==> src/rtl/memory_arbiter_pkg.sv <==
// -----------------------------------------------------------------------------
// memory_arbiter_pkg
//   Shared types and widths for the instruction/data memory arbiter.
//   Contents:
//     ARB_ADR_W / ARB_DAT_W / ARB_SEL_W  wishbone field widths (12 / 128 / 16)
//     lc3b_arb_state                      arbiter FSM states
//     lc3b_arb_requester                  identifies the I or D requester
//     arb_wd_width()                      watchdog counter width for a timeout
// -----------------------------------------------------------------------------
package memory_arbiter_pkg;

   localparam int ARB_ADR_W = 12;
   localparam int ARB_DAT_W = 128;
   localparam int ARB_SEL_W = 16;

   typedef enum logic [1:0] {
      ARB_IDLE    = 2'd0,
      ARB_SERVE_I = 2'd1,
      ARB_SERVE_D = 2'd2
   } lc3b_arb_state;

   typedef enum logic {
      ARB_REQ_I = 1'b0,
      ARB_REQ_D = 1'b1
   } lc3b_arb_requester;

   // A disabled watchdog (0 cycles) still gets a 1-bit counter so that no
   // zero-width vectors are ever declared.
   function automatic int arb_wd_width(input int cycles);
      return (cycles < 1) ? 1 : $clog2(cycles + 1);
   endfunction

endpackage

==> src/rtl/memory_arbiter.sv <==
// -----------------------------------------------------------------------------
// memory_arbiter
//   Shares one wishbone memory port between the instruction-fetch master (I)
//   and the data master (D). One transaction is granted at a time; the winner's
//   request is passed straight through to memory and memory's ACK/RTY is
//   returned only to the winner. A watchdog turns a hung transaction into a
//   forced ACK+RTY and raises a sticky error flag.
//
// Parameters
//   DATA_PRIORITY   0: alternate I/D on ties, 1: D always wins a tie
//   TIMEOUT_CYCLES  grant cycles without a memory response before forced RTY
//                   (0 disables the watchdog)
//
// Ports
//   clk, rst_n                 clock, asynchronous active-low reset
//   i_wb_*                     instruction requester (slave side)
//   d_wb_*                     data requester (slave side)
//     *_adr/_dat_m/_sel/_we    request fields from the master
//     *_cyc/_stb               request qualifiers
//     *_dat_s/_ack/_rty        response back to the master
//   mem_wb_*                   shared memory port (master side)
//   grant_i, grant_d           registered: which requester owns memory now
//   timeout_err                sticky watchdog expiry flag
// -----------------------------------------------------------------------------
module memory_arbiter
   import memory_arbiter_pkg::*;
#(
   parameter int DATA_PRIORITY  = 0,
   parameter int TIMEOUT_CYCLES = 255
) (
   input  logic                 clk,
   input  logic                 rst_n,
   // instruction requester
   input  logic [ARB_ADR_W-1:0] i_wb_adr,
   input  logic [ARB_DAT_W-1:0] i_wb_dat_m,
   input  logic [ARB_SEL_W-1:0] i_wb_sel,
   input  logic                 i_wb_we,
   input  logic                 i_wb_cyc,
   input  logic                 i_wb_stb,
   output logic [ARB_DAT_W-1:0] i_wb_dat_s,
   output logic                 i_wb_ack,
   output logic                 i_wb_rty,
   // data requester
   input  logic [ARB_ADR_W-1:0] d_wb_adr,
   input  logic [ARB_DAT_W-1:0] d_wb_dat_m,
   input  logic [ARB_SEL_W-1:0] d_wb_sel,
   input  logic                 d_wb_we,
   input  logic                 d_wb_cyc,
   input  logic                 d_wb_stb,
   output logic [ARB_DAT_W-1:0] d_wb_dat_s,
   output logic                 d_wb_ack,
   output logic                 d_wb_rty,
   // shared memory port
   output logic [ARB_ADR_W-1:0] mem_wb_adr,
   output logic [ARB_DAT_W-1:0] mem_wb_dat_m,
   output logic [ARB_SEL_W-1:0] mem_wb_sel,
   output logic                 mem_wb_we,
   output logic                 mem_wb_cyc,
   output logic                 mem_wb_stb,
   input  logic [ARB_DAT_W-1:0] mem_wb_dat_s,
   input  logic                 mem_wb_ack,
   input  logic                 mem_wb_rty,
   // status
   output logic                 grant_i,
   output logic                 grant_d,
   output logic                 timeout_err
);

   localparam int              WD_W     = arb_wd_width(TIMEOUT_CYCLES);
   localparam logic [WD_W-1:0] WD_LIMIT = WD_W'(TIMEOUT_CYCLES);
   localparam logic [WD_W-1:0] WD_MAX   = '1;
   localparam logic            WD_EN    = (TIMEOUT_CYCLES > 0);
   localparam logic            D_WINS   = (DATA_PRIORITY != 0);

   lc3b_arb_state     state_reg, state_next;
   lc3b_arb_requester last_grant_reg, last_grant_next;
   logic [WD_W-1:0]   wd_reg, wd_next;
   logic              grant_i_reg, grant_d_reg;
   logic              timeout_err_reg, timeout_err_next;

   logic req_i, req_d;
   logic serving, serving_d, req_sel;
   logic mem_resp, wd_expired, finish, retry;

   assign req_i = i_wb_cyc & i_wb_stb;
   assign req_d = d_wb_cyc & d_wb_stb;

   assign serving   = (state_reg == ARB_SERVE_I) || (state_reg == ARB_SERVE_D);
   assign serving_d = (state_reg == ARB_SERVE_D);
   // The granted requester still asserting its request this cycle.
   assign req_sel   = serving & (serving_d ? req_d : req_i);

   assign mem_resp   = mem_wb_ack | mem_wb_rty;
   assign wd_expired = WD_EN && (wd_reg == WD_LIMIT);
   // A memory response in the expiry cycle wins over the watchdog.
   assign finish     = req_sel & (mem_resp | wd_expired);
   assign retry      = req_sel & (mem_wb_rty | (wd_expired & ~mem_wb_ack));

   // ---------------------------------------------------------------- flops
   always_ff @(posedge clk or negedge rst_n) begin
      if (!rst_n) begin
         state_reg       <= ARB_IDLE;
         last_grant_reg  <= ARB_REQ_D;   // I wins the first tie
         wd_reg          <= '0;
         grant_i_reg     <= 1'b0;
         grant_d_reg     <= 1'b0;
         timeout_err_reg <= 1'b0;
      end else begin
         state_reg       <= state_next;
         last_grant_reg  <= last_grant_next;
         wd_reg          <= wd_next;
         grant_i_reg     <= (state_next == ARB_SERVE_I);
         grant_d_reg     <= (state_next == ARB_SERVE_D);
         timeout_err_reg <= timeout_err_next;
      end
   end

   // ------------------------------------------------------ next-state logic
   always_comb begin
      state_next       = state_reg;
      last_grant_next  = last_grant_reg;
      wd_next          = wd_reg;
      timeout_err_next = timeout_err_reg;
      case (state_reg)
         ARB_IDLE: begin
            // Every grant is entered from IDLE, so clearing here clears on entry.
            wd_next = '0;
            if (req_i && req_d) begin
               state_next = (D_WINS || (last_grant_reg == ARB_REQ_I)) ? ARB_SERVE_D
                                                                      : ARB_SERVE_I;
            end else if (req_i) begin
               state_next = ARB_SERVE_I;
            end else if (req_d) begin
               state_next = ARB_SERVE_D;
            end
         end
         ARB_SERVE_I, ARB_SERVE_D: begin
            if (!req_sel) begin
               // Master abandoned the cycle: release memory, no response.
               state_next = ARB_IDLE;
            end else if (finish) begin
               state_next      = ARB_IDLE;
               last_grant_next = serving_d ? ARB_REQ_D : ARB_REQ_I;
               if (!mem_resp) begin
                  timeout_err_next = 1'b1;
               end
            end else if (wd_reg != WD_MAX) begin
               wd_next = wd_reg + 1'b1;
            end
         end
         default: state_next = ARB_IDLE;
      endcase
   end

   // ------------------------------------------------------------ output mux
   always_comb begin
      mem_wb_adr   = '0;
      mem_wb_dat_m = '0;
      mem_wb_sel   = '0;
      mem_wb_we    = 1'b0;
      mem_wb_cyc   = 1'b0;
      mem_wb_stb   = 1'b0;
      i_wb_ack     = 1'b0;
      i_wb_rty     = 1'b0;
      d_wb_ack     = 1'b0;
      d_wb_rty     = 1'b0;
      // CYC/STB follow the combined request so memory CYC drops in the same
      // cycle even when the I master (CYC tied high) withdraws only STB.
      if (state_reg == ARB_SERVE_I) begin
         mem_wb_adr   = i_wb_adr;
         mem_wb_dat_m = i_wb_dat_m;
         mem_wb_sel   = i_wb_sel;
         mem_wb_we    = i_wb_we;
         mem_wb_cyc   = req_i;
         mem_wb_stb   = req_i;
         i_wb_ack     = finish;
         i_wb_rty     = retry;
      end else if (state_reg == ARB_SERVE_D) begin
         mem_wb_adr   = d_wb_adr;
         mem_wb_dat_m = d_wb_dat_m;
         mem_wb_sel   = d_wb_sel;
         mem_wb_we    = d_wb_we;
         mem_wb_cyc   = req_d;
         mem_wb_stb   = req_d;
         d_wb_ack     = finish;
         d_wb_rty     = retry;
      end
   end

   // Read data goes to both masters; only the acknowledged one uses it.
   assign i_wb_dat_s  = mem_wb_dat_s;
   assign d_wb_dat_s  = mem_wb_dat_s;

   assign grant_i     = grant_i_reg;
   assign grant_d     = grant_d_reg;
   assign timeout_err = timeout_err_reg;

endmodule

==> config.mk <==
export PLATFORM = sky130hd
export DESIGN_NAME = memory_arbiter
export DESIGN_NICKNAME = d
export VERILOG_FILES = /design/src/rtl/memory_arbiter_pkg.sv /design/src/rtl/memory_arbiter.sv
export SDC_FILE = /design/constraint.sdc
export NUM_CORES = 1
export LEC_CHECK = 0
export BUFFER_PORTS_ARGS = -buffer_cell sky130_fd_sc_hd__buf_2
export CAP_MARGIN = 20
export CORE_AREA = 4 4 340 342
export DETAILED_ROUTE_END_ITERATION = 8
export DIE_AREA = 0 0 344 346
export GPL_TIMING_DRIVEN = 0
export PLACE_DENSITY_LB_ADDON = 0.05
export SKIP_LAST_GASP = 1
export SLEW_MARGIN = 20
export SYNTH_ARGS = -nofsm -noshare
export SYNTH_HDL_FRONTEND = slang
export SYNTH_SLANG_ARGS = --single-unit
==> constraint.sdc <==
create_clock -name clk -period 2.6 [get_ports clk]
set_input_delay 0.26 -clock clk [delete_from_list [all_inputs] [get_ports clk]]
set_output_delay 0.26 -clock clk [all_outputs]
set_load 0.01 [all_outputs]
Word level (Yosys, flattened, before mapping)
Cells that the tools add are included.
{"block": "word_totals", "regBits": 14, "latch_bits": 0, "mem_bits_rw": 0, "rom_bits": 0, "input_bits": 450, "wordCells": 64, "memories": 0}
{"block": "classes", "add_sub_neg": 1, "n_mul": 0, "div": 0, "n_lt_le_gt_ge": 0, "n_eq_ne": 9, "shifts": 0, "mux": 29, "bitwise_logic": 11, "n_reduce_logical": 8}
{"operator": "128-bit two-way mux", "count": 2}
{"operator": "16-bit two-way mux", "count": 2}
{"operator": "12-bit two-way mux", "count": 2}
{"operator": "8-bit two-way mux", "count": 3}
{"operator": "8-bit one-hot mux with 2 select lines", "count": 1}
{"operator": "1-bit two-way mux", "count": 12}
{"operator": "2-bit two-way mux", "count": 6}
{"operator": "8-bit by 1-bit adder with 8-bit output, second input constant", "count": 1}
{"operator": "8-bit == test, second input constant", "count": 1}
{"operator": "8-bit inequality test, second input constant", "count": 1}
{"operator": "4-bit AND reduction", "count": 2}
{"operator": "1-bit bitwise AND", "count": 6}
{"operator": "2-bit inequality test, second input constant", "count": 3}
{"operator": "2-bit by 1-bit == test with 1-bit output, second input constant", "count": 2}
{"operator": "2-bit == test, second input constant", "count": 2}
{"operator": "2-bit one-hot mux with 2 select lines", "count": 1}
{"operator": "1-bit OR", "count": 3}
{"operator": "3-bit AND reduction", "count": 1}
{"operator": "2-bit zero test", "count": 1}
{"operator": "1-bit inverter", "count": 2}
{"operator": "2-bit nonzero test", "count": 1}
{"operator": "2-bit OR reduction", "count": 1}
{"operator": "1-bit logical AND", "count": 1}
{"operator": "1-bit logical OR", "count": 1}

Logic depth before layout (Yosys ltp)
Gate-level depths: netlist of the first run.
{"block": "logic_depth", "ltp_word": 8, "depth_mapped": 8, "mapped_depth_nobuf": 6}

Worst setup path before layout of the first run
OpenSTA, ideal clock, no wires.
{"block": "synth_path", "path_kind": "register to output", "from": "register state_reg[1]", "to": "output port mem_wb_stb", "t_arrival_ps": 1893, "t_required_ps": 2340, "slack_ps": 447, "path_stages_with_launch": 9, "n_path_buf": 4, "cell_sequence": "dfrtp_1 inv_1 ha_1 clkbuf_1 clkbuf_1 clkbuf_1 nand3_1 o21ai_0 buf_4"}
{"block": "synth_between", "elab_chain_cells": 3, "word_cells_on_any_way": 4, "classes_between": "2 x eq/ne; 2 x mux"}
{"element": "from (decl)", "line_no": "memory_arbiter.sv:75", "source": "lc3b_arb_state state_reg, state_next;"}
{"element": "from (signal assigned)", "line_no": "memory_arbiter.sv:109", "source": "state_reg <= state_next;"}
{"element": "2-bit == test", "line_no": "memory_arbiter.sv:178", "source": "end else if (state_reg == ARB_SERVE_D) begin"}
{"element": "1-bit two-way mux"}
{"element": "1-bit two-way mux *"}
{"element": "to (decl)", "line_no": "memory_arbiter.sv:59", "source": "output logic mem_wb_stb,"}
Mark *: on every way between the ends. The rest lies on a longest branch, timed or not.

Worst setup path in the final report of the first run
{"block": "layout_path", "from": "register state_reg[1]", "to": "output port mem_wb_dat_m[1]"}
{"block": "layout_between", "elab_chain_cells": 3, "word_cells_on_any_way": 4, "classes_between": "2 x eq/ne; 2 x mux"}
{"element": "2-bit == test", "line_no": "memory_arbiter.sv:178"}
{"element": "128-bit two-way mux", "line_no": "memory_arbiter.sv:178"}
{"element": "128-bit two-way mux *", "line_no": "memory_arbiter.sv:169", "source": "if (state_reg == ARB_SERVE_I) begin"}
{"element": "to (decl)", "line_no": "memory_arbiter.sv:55", "source": "output logic [ARB_DAT_W-1:0] mem_wb_dat_m,"}
Marks and branches as above.

==> results of run 1 <==
[synth_stat cells (all sizes together)]
cell and count:
clkbuf 23, dfrtp 13, nand4b 1, nor2 6
o211a 2, o41ai 2, a2111oi 2, and3 4
a21bo 1, or4 3, o21a 1, dfstp 1
buf 272, a211oi 1, o31ai 4, nand3 7
nand3b 1, nand2 7, a31o 3, o21ai 6
nand4 3, inv 7, o311a 2, nor2b 1
or4b 1, nor3 1, a21oi 8, a22o 157
a21o 3, or3 1, ha 6
[power by group through the flow]
stage	combinational [mW]	clock [mW]	sequential, mW
final	6.47	0.317	0.311
after global routing	7.02	0.340	0.321
after CTS	6.67	0.336	0.312
after detailed placement	6.30	0	0.306
after global placement	6.38	0	0.306
after floorplan	2.83	0	0.304
[layer usage]
layer / vias to the layer above / track usage, % / part of all wire, % / routed length [um]
met5: - / 0 / 0.23 / 130
met4: 22 / 0.8562 / 1.0 / 560
met3: 37 / 2.648 / 9.3 / 5211
met2: 468 / 16.95 / 53 / 29820
met1: 3225 / 9.200 / 36 / 20310
li1: 3272 / - / - / -
[through the flow]
stage	power (mW)	area, sq um	instances
after floorplan	3.137	4380	550
after global placement	6.688	9976	2793
after detailed placement	6.603	9977	2793
after CTS	7.323	10290	2800
after global routing	7.684	10420	2803
final	7.096	10430	2807
[logic make-up after synthesis]
group	synth area share, %
buf+inv	48.33
compound gates	37.19
simple gates	4.742
flops	8.026
fa+ha+maj	1.714
[how the worst max path moves through the flow]
stage,from,end,slack (ps)
floorplan,state_reg[1]$_DFF_PN0_,mem_wb_stb,450
global route,state_reg[1]$_DFF_PN0_,mem_wb_stb,-50
finish,state_reg[1]$_DFF_PN0_,mem_wb_dat_m[1],80
global placement,state_reg[1]$_DFF_PN0_,mem_wb_dat_m[74],-1700
CTS,state_reg[1]$_DFF_PN0_,mem_wb_stb,-40
detailed placement,state_reg[1]$_DFF_PN0_,mem_wb_dat_m[74],-1360
[cell type report]
cell class | instances | area [sq um] | share of cell area, %
Timing Repair Buffer | 749 | 3790 | 36.35
Inverter | 7 | 28.78 | 0.2760
Buffer | 294 | 2233 | 21.42
Tap cell | 1500 | 1877 | 18.00
Clock buffer | 4 | 78.83 | 0.7560
Sequential cell | 14 | 352.8 | 3.384
Multi-Input combinational cell | 234 | 2053 | 19.69
Antenna cell | 5 | 12.51 | 0.1200
[timing repair]
item / 4_1_cts / 5_1_grt
resized for setup: 63 / 26
hold buffers: 1 / 0
endpoints found under the hold margin: 13 / 0
buffers inserted: 3 / 2
endpoints found under the setup margin: 163 / 100
gates cloned: 0 / 0
[critical path: stages (launching register included)]
cell,delay (ps)
dfrtp_2,450
inv_1,180
ha_4,260
buf_4,150
buf_4,110
clkbuf_4,270
a22o_1,350
buf_2,220
==> flow_metrics.tcl, run 1 <==
set metrics [dict create \
    nNetsFinal 1759 \
    grt_pass1_wl_um 70300 \
    numCtsBuffers 3 \
    setup.reg_to_reg.worst_slack_ps 310 \
    hold_violations 0 \
    cp_data_required_time_ps 2340 \
    clock.fmax_ghz 0.3973 \
    cts_htree_levels 1 \
    layout_common_cells "buf_2, buf_4, a22o_1" \
    setup_viol 0 \
    cts-root-buf "clkbuf_16" \
    max_cap_viol_count 0 \
    synth.yosys.seq_area_share_pct 8.026 \
    irDropWorstVdd_v 0.0001807 \
    rows 123 \
    largest_reg_flops 8 \
    yosysTopAreaCellShare_pct 44.04 \
    power_density_nw_per_um2 680.6 \
    io_pins 872 \
    synthCells 550 \
    dpl.hpwl_um 51590 \
    syn_area_per_cell_sq_um 7.964 \
    cp-end-kind "output pin" \
    firstDrtPassIters 6 \
    routabilityCongestion 0.7705 \
    routedWlPerCell_um 19.96 \
    reg2reg_from "state_reg[0]$_DFF_PN0_" \
    ant_nets 0 \
    status "finished clean" \
    hp-class "in2async" \
    antenna_found_initial 19 \
    critPathArrivalTime_ps 2260 \
    grt_pass1_vias 7279 \
    port_buffers 743 \
    grt_max_degree 15 \
    die_y_um 346 \
    intPower_mw 3.101 \
    yosysTopAreaCell "buf_4" \
    rr_worst_depth 7 \
    path_max_fanout 10 \
    yosysWarnings 0 \
    seqPwrFrac_pct 4.4 \
    start_util_pct 3.899 \
    globalRouteTotalUtil_pct 8.620 \
    period_share_pct 96.80 \
    p_switching_mw 3.995 \
    dieWidth_um 344 \
    via_count 7024 \
    clk_latency_ps 250 \
    drt-total-wl_um 56040 \
    cts_tree "built" \
    utilization_pct 9.281 \
    drt_iter0_drc 194 \
    timing.hold.ws_ps 474.5 \
    power_frac_comb_pct 91.1 \
    ys_seq_elements 14 \
    syn_area_sq_um 4380 \
    clkPwrFrac_pct 4.5 \
    crit_type "reg2out" \
    grt_overflow 0 \
    viasPerCell 2.502 \
    synthTopCellsByArea "buf_4, a22o_1, dfrtp_1, clkbuf_1, buf_2" \
    r2r_end "wd_reg[4]$_DFFE_PN0P_" \
    fin_skew_ps 5.645 \
    clockBufferDepth 2 \
    dieArea_sq_um 119000 \
    relSlewSlack_pct 51.31 \
    coreArea_sq_um 112300 \
    period_minus_slack_ps 2517 \
    setup_tns_ps 0 \
    yosysUniqueCellTypes 36 \
    fillers 13300 \
    maxSlewViolCount 0 \
    max_slew.worst_pin.slew_ps 727.6 \
    finalWorstSetupSlack_ps 83.32 \
    start_kind "flop" \
    dp_slack_ps -1358 \
    synth_nets 1006 \
    drc_errors 0 \
    layout_commonest_cell "buf_2" \
    cts_sinks 14 \
    syn2layout_area_growth_pct 138.0 \
    drive_gt1_share_pct 82.18 \
    cts.reportedPaths.clkPinSlew_ps 60 \
    rsz0062_at_grt "true" \
    swShare_pct 56.30 \
    p_leak_nw 5.660 \
]
No activity file was read; power rests on OpenSTA's default activity.
==> run 2, diff against run 1 <==
--- a/config.mk
+++ b/config.mk
@@ -5,11 +5,12 @@
 export SDC_FILE = /design/constraint.sdc
 export NUM_CORES = 1
 export LEC_CHECK = 0
+export ABC_AREA = 1
 export BUFFER_PORTS_ARGS = -buffer_cell sky130_fd_sc_hd__buf_2
 export CAP_MARGIN = 20
-export CORE_AREA = 4 4 340 342
+export CORE_AREA = 4 4 341 343
 export DETAILED_ROUTE_END_ITERATION = 8
-export DIE_AREA = 0 0 344 346
+export DIE_AREA = 0 0 345 347
 export GPL_TIMING_DRIVEN = 0
 export PLACE_DENSITY_LB_ADDON = 0.05
 export SKIP_LAST_GASP = 1
==> run 2 against run 1 <==
Effect of this change:
- critical path type unchanged
- sequential power hardly changed
- cell count grew 13%
- sequential share of layout area is 0.14 points lower
- clock power rose by 6.3%
- first-iteration DRC count up 47%
- sequential cell count unchanged
==> flow_metrics.tcl, run 2 <==
set metrics [dict create \
    clockBufferDepth 2 \
    relSlewSlack_pct 63.96 \
    rsz0062_at_grt "false" \
    period_share_pct 93.82 \
    cts-root-buf "clkbuf_16" \
    syn_area_per_cell_sq_um 5.585 \
    crit_type "reg2out" \
    cp_slowest_cell "dfrtp_1" \
    firstDrtPassIters 4 \
    yosysTopAreaCellShare_pct 38.30 \
    timing.hold.ws_ps 350.3 \
    synthCells 902 \
    period_minus_slack_ps 2439 \
    dpl_cell_area_sq_um 10650 \
    cts_tree "built" \
    grt_overflow 0 \
    yosysMostFrequentCell "nand2_1" \
    ys_seq_elements 14 \
    post-cts-setup-buffers 0 \
    maxSlewViolCount 0 \
    coreArea_sq_um 113600 \
    path_max_fanout 10 \
    drt_iter0_drc 286 \
    fin_cells 3174 \
    syn2layout_area_growth_pct 116.1 \
    cts_htree_levels 1 \
    numCtsBuffers 3 \
    hp-class "in2reg" \
    antenna_found_initial 16 \
    largest_reg_flops 8 \
    start_kind "flop" \
    start_util_pct 4.435 \
    dp.cells 3157 \
    yosysWarnings 0 \
    layout_commonest_cell "buf_2" \
    via_count 8304 \
    cp_data_required_time_ps 2340 \
    layout_common_cells "buf_2, nand2_1, buf_4" \
    yosysUniqueCellTypes 27 \
    stdcell_area_sq_um 10890 \
    globalRouteTotalUtil_pct 8.477 \
    cp-end-kind "output pin" \
    drt-total-wl_um 54790 \
    irDropWorstVdd_v 0.0001889 \
    io_pins 872 \
    status "finished clean" \
    nNetsFinal 2106 \
    clk_latency_ps 250 \
    cp_common_cell "buf_2" \
    rows 124 \
    dieArea_sq_um 119700 \
    dpl.hpwl_um 49460 \
    multi_input_area_sq_um 2455 \
    grt_pass1_vias 8523 \
    synthTopCellsByArea "buf_4, nand2_1, nand3_1, dfrtp_1, buf_2" \
    synth_flop_cell "dfrtp_1" \
    syn_area_sq_um 5037 \
    synth-edff-count 0 \
    ff_latch_area_sq_um 352.8 \
    synth_nets 1358 \
    clock.fmax_ghz 0.4099 \
    hold_violations 0 \
    yosysTopAreaCell "buf_4" \
    fillers 13580 \
    path_cells "inv_1, ha_1, buf_4, buf_2, nand3_1, nand2_1, buf_2" \
    fin_skew_ps 1.397 \
    p_leak_nw 6.405 \
    ant_nets 0 \
    viasPerCell 2.616 \
    drive_gt1_share_pct 64.52 \
    setup_viol 0 \
    utilization_pct 9.585 \
    grt_pass1_wl_um 72410 \
    synthTopCellsByCount "nand2_1, buf_4, nand3_1" \
    whs_path_depth 3 \
    critPathArrivalTime_ps 2180 \
    port_buffers 743 \
    async_reset_ff_share_pct 100.0 \
    power_density_nw_per_um2 611.1 \
    synth.yosys.seq_area_share_pct 6.980 \
    grt_max_degree 15 \
    routedWlPerCell_um 17.26 \
    cts.reportedPaths.clkPinSlew_ps 50 \
    rr_worst_depth 9 \
    drc_errors 0 \
    die_y_um 347 \
    critPathMaxStageDelay_ps 430 \
    dieWidth_um 345 \
    max_cap_viol_count 0 \
    cts_sinks 14 \
    routabilityCongestion 0.7639 \
    max_slew.worst_pin.slew_ps 540.6 \
]
-- run 2: logic make-up after synthesis --
family / synth area share, %
buffers and inverters: 44.29
flip-flops: 6.980
AND/OR/NAND/NOR: 45.43
adder cells (fa/ha/maj): 1.490
XOR/XNOR: 0.5217
AO/OA/AOI/OAI: 1.292
-- run 2: path summary, 6_finish.rpt --
check                                                 from                          to  slack [ps]
worst max-delay path                state_reg[0]$_DFF_PN0_              mem_wb_sel[10]         160
worst min-delay path                            mem_wb_rty     timeout_err$_DFFE_PN0P_         350
worst max register to register      state_reg[0]$_DFF_PN0_       wd_reg[7]$_DFFE_PN0P_         750
worst min register to register  last_grant_reg$_DFFE_PN1P_  last_grant_reg$_DFFE_PN1P_         470
max in group asynchronous                            rst_n  last_grant_reg$_DFFE_PN1P_        1800
min in group asynchronous                            rst_n       wd_reg[7]$_DFFE_PN0P_         480
-- run 2: critical path: cells and delay by family, from the launching register on --
kind / cells / cell delay, ps
DFF: 1 / 430
buffers and inverters: 4 / 830
adders and majority gates: 1 / 330
and+or+nand+nor: 2 / 320
-- run 2: final cells by class --
cell class	count	area share (%)
Timing Repair Buffer	744	34.25
Multi-Input combinational cell	562	22.55
Buffer	309	20.84
Tap cell	1512	17.38
Sequential cell	14	3.241
Clock buffer	4	0.8161
Inverter	16	0.6207
Antenna cell	13	0.2989
-- run 2: metal layers --
layer  routed length, um  vias up  track usage [%]  share of wire (%)
met5                  60        -                0               0.11
met4                 210        8            1.070               0.38
met3                4407       22            2.532                8.0
met2               30860      466            17.19                 56
met1               19250     3727            8.649                 35
li1                    -     4081                -                  -
-- run 2: timing repair --
item	CTS	global route
endpoints found under the hold margin	13	0
gates resized for setup	40	8
endpoints found under the setup margin	155	38
hold buffers	1	0
-- run 2: where the power goes --
part           total [mW]  switching (mW)  internal (mW)  leakage, nW
combinational        6.00            3.91           2.09         6.18
sequential          0.311          0.0389          0.272        0.183
clock               0.337           0.103          0.234       0.0442
total                6.65            4.06           2.60         6.40
-- run 2: per-stage QoR --
step	worst slack, ps	power [mW]	TNS [ps]
2_1_floorplan	820.6	3.224	0
3_3_place_gp	-552.7	6.653	-31390
3_5_place_dp	-557.5	6.570	-26630
4_1_cts	3.403	7.079	0
5_1_grt	1.459	7.425	0
6_report	160.6	6.652	0
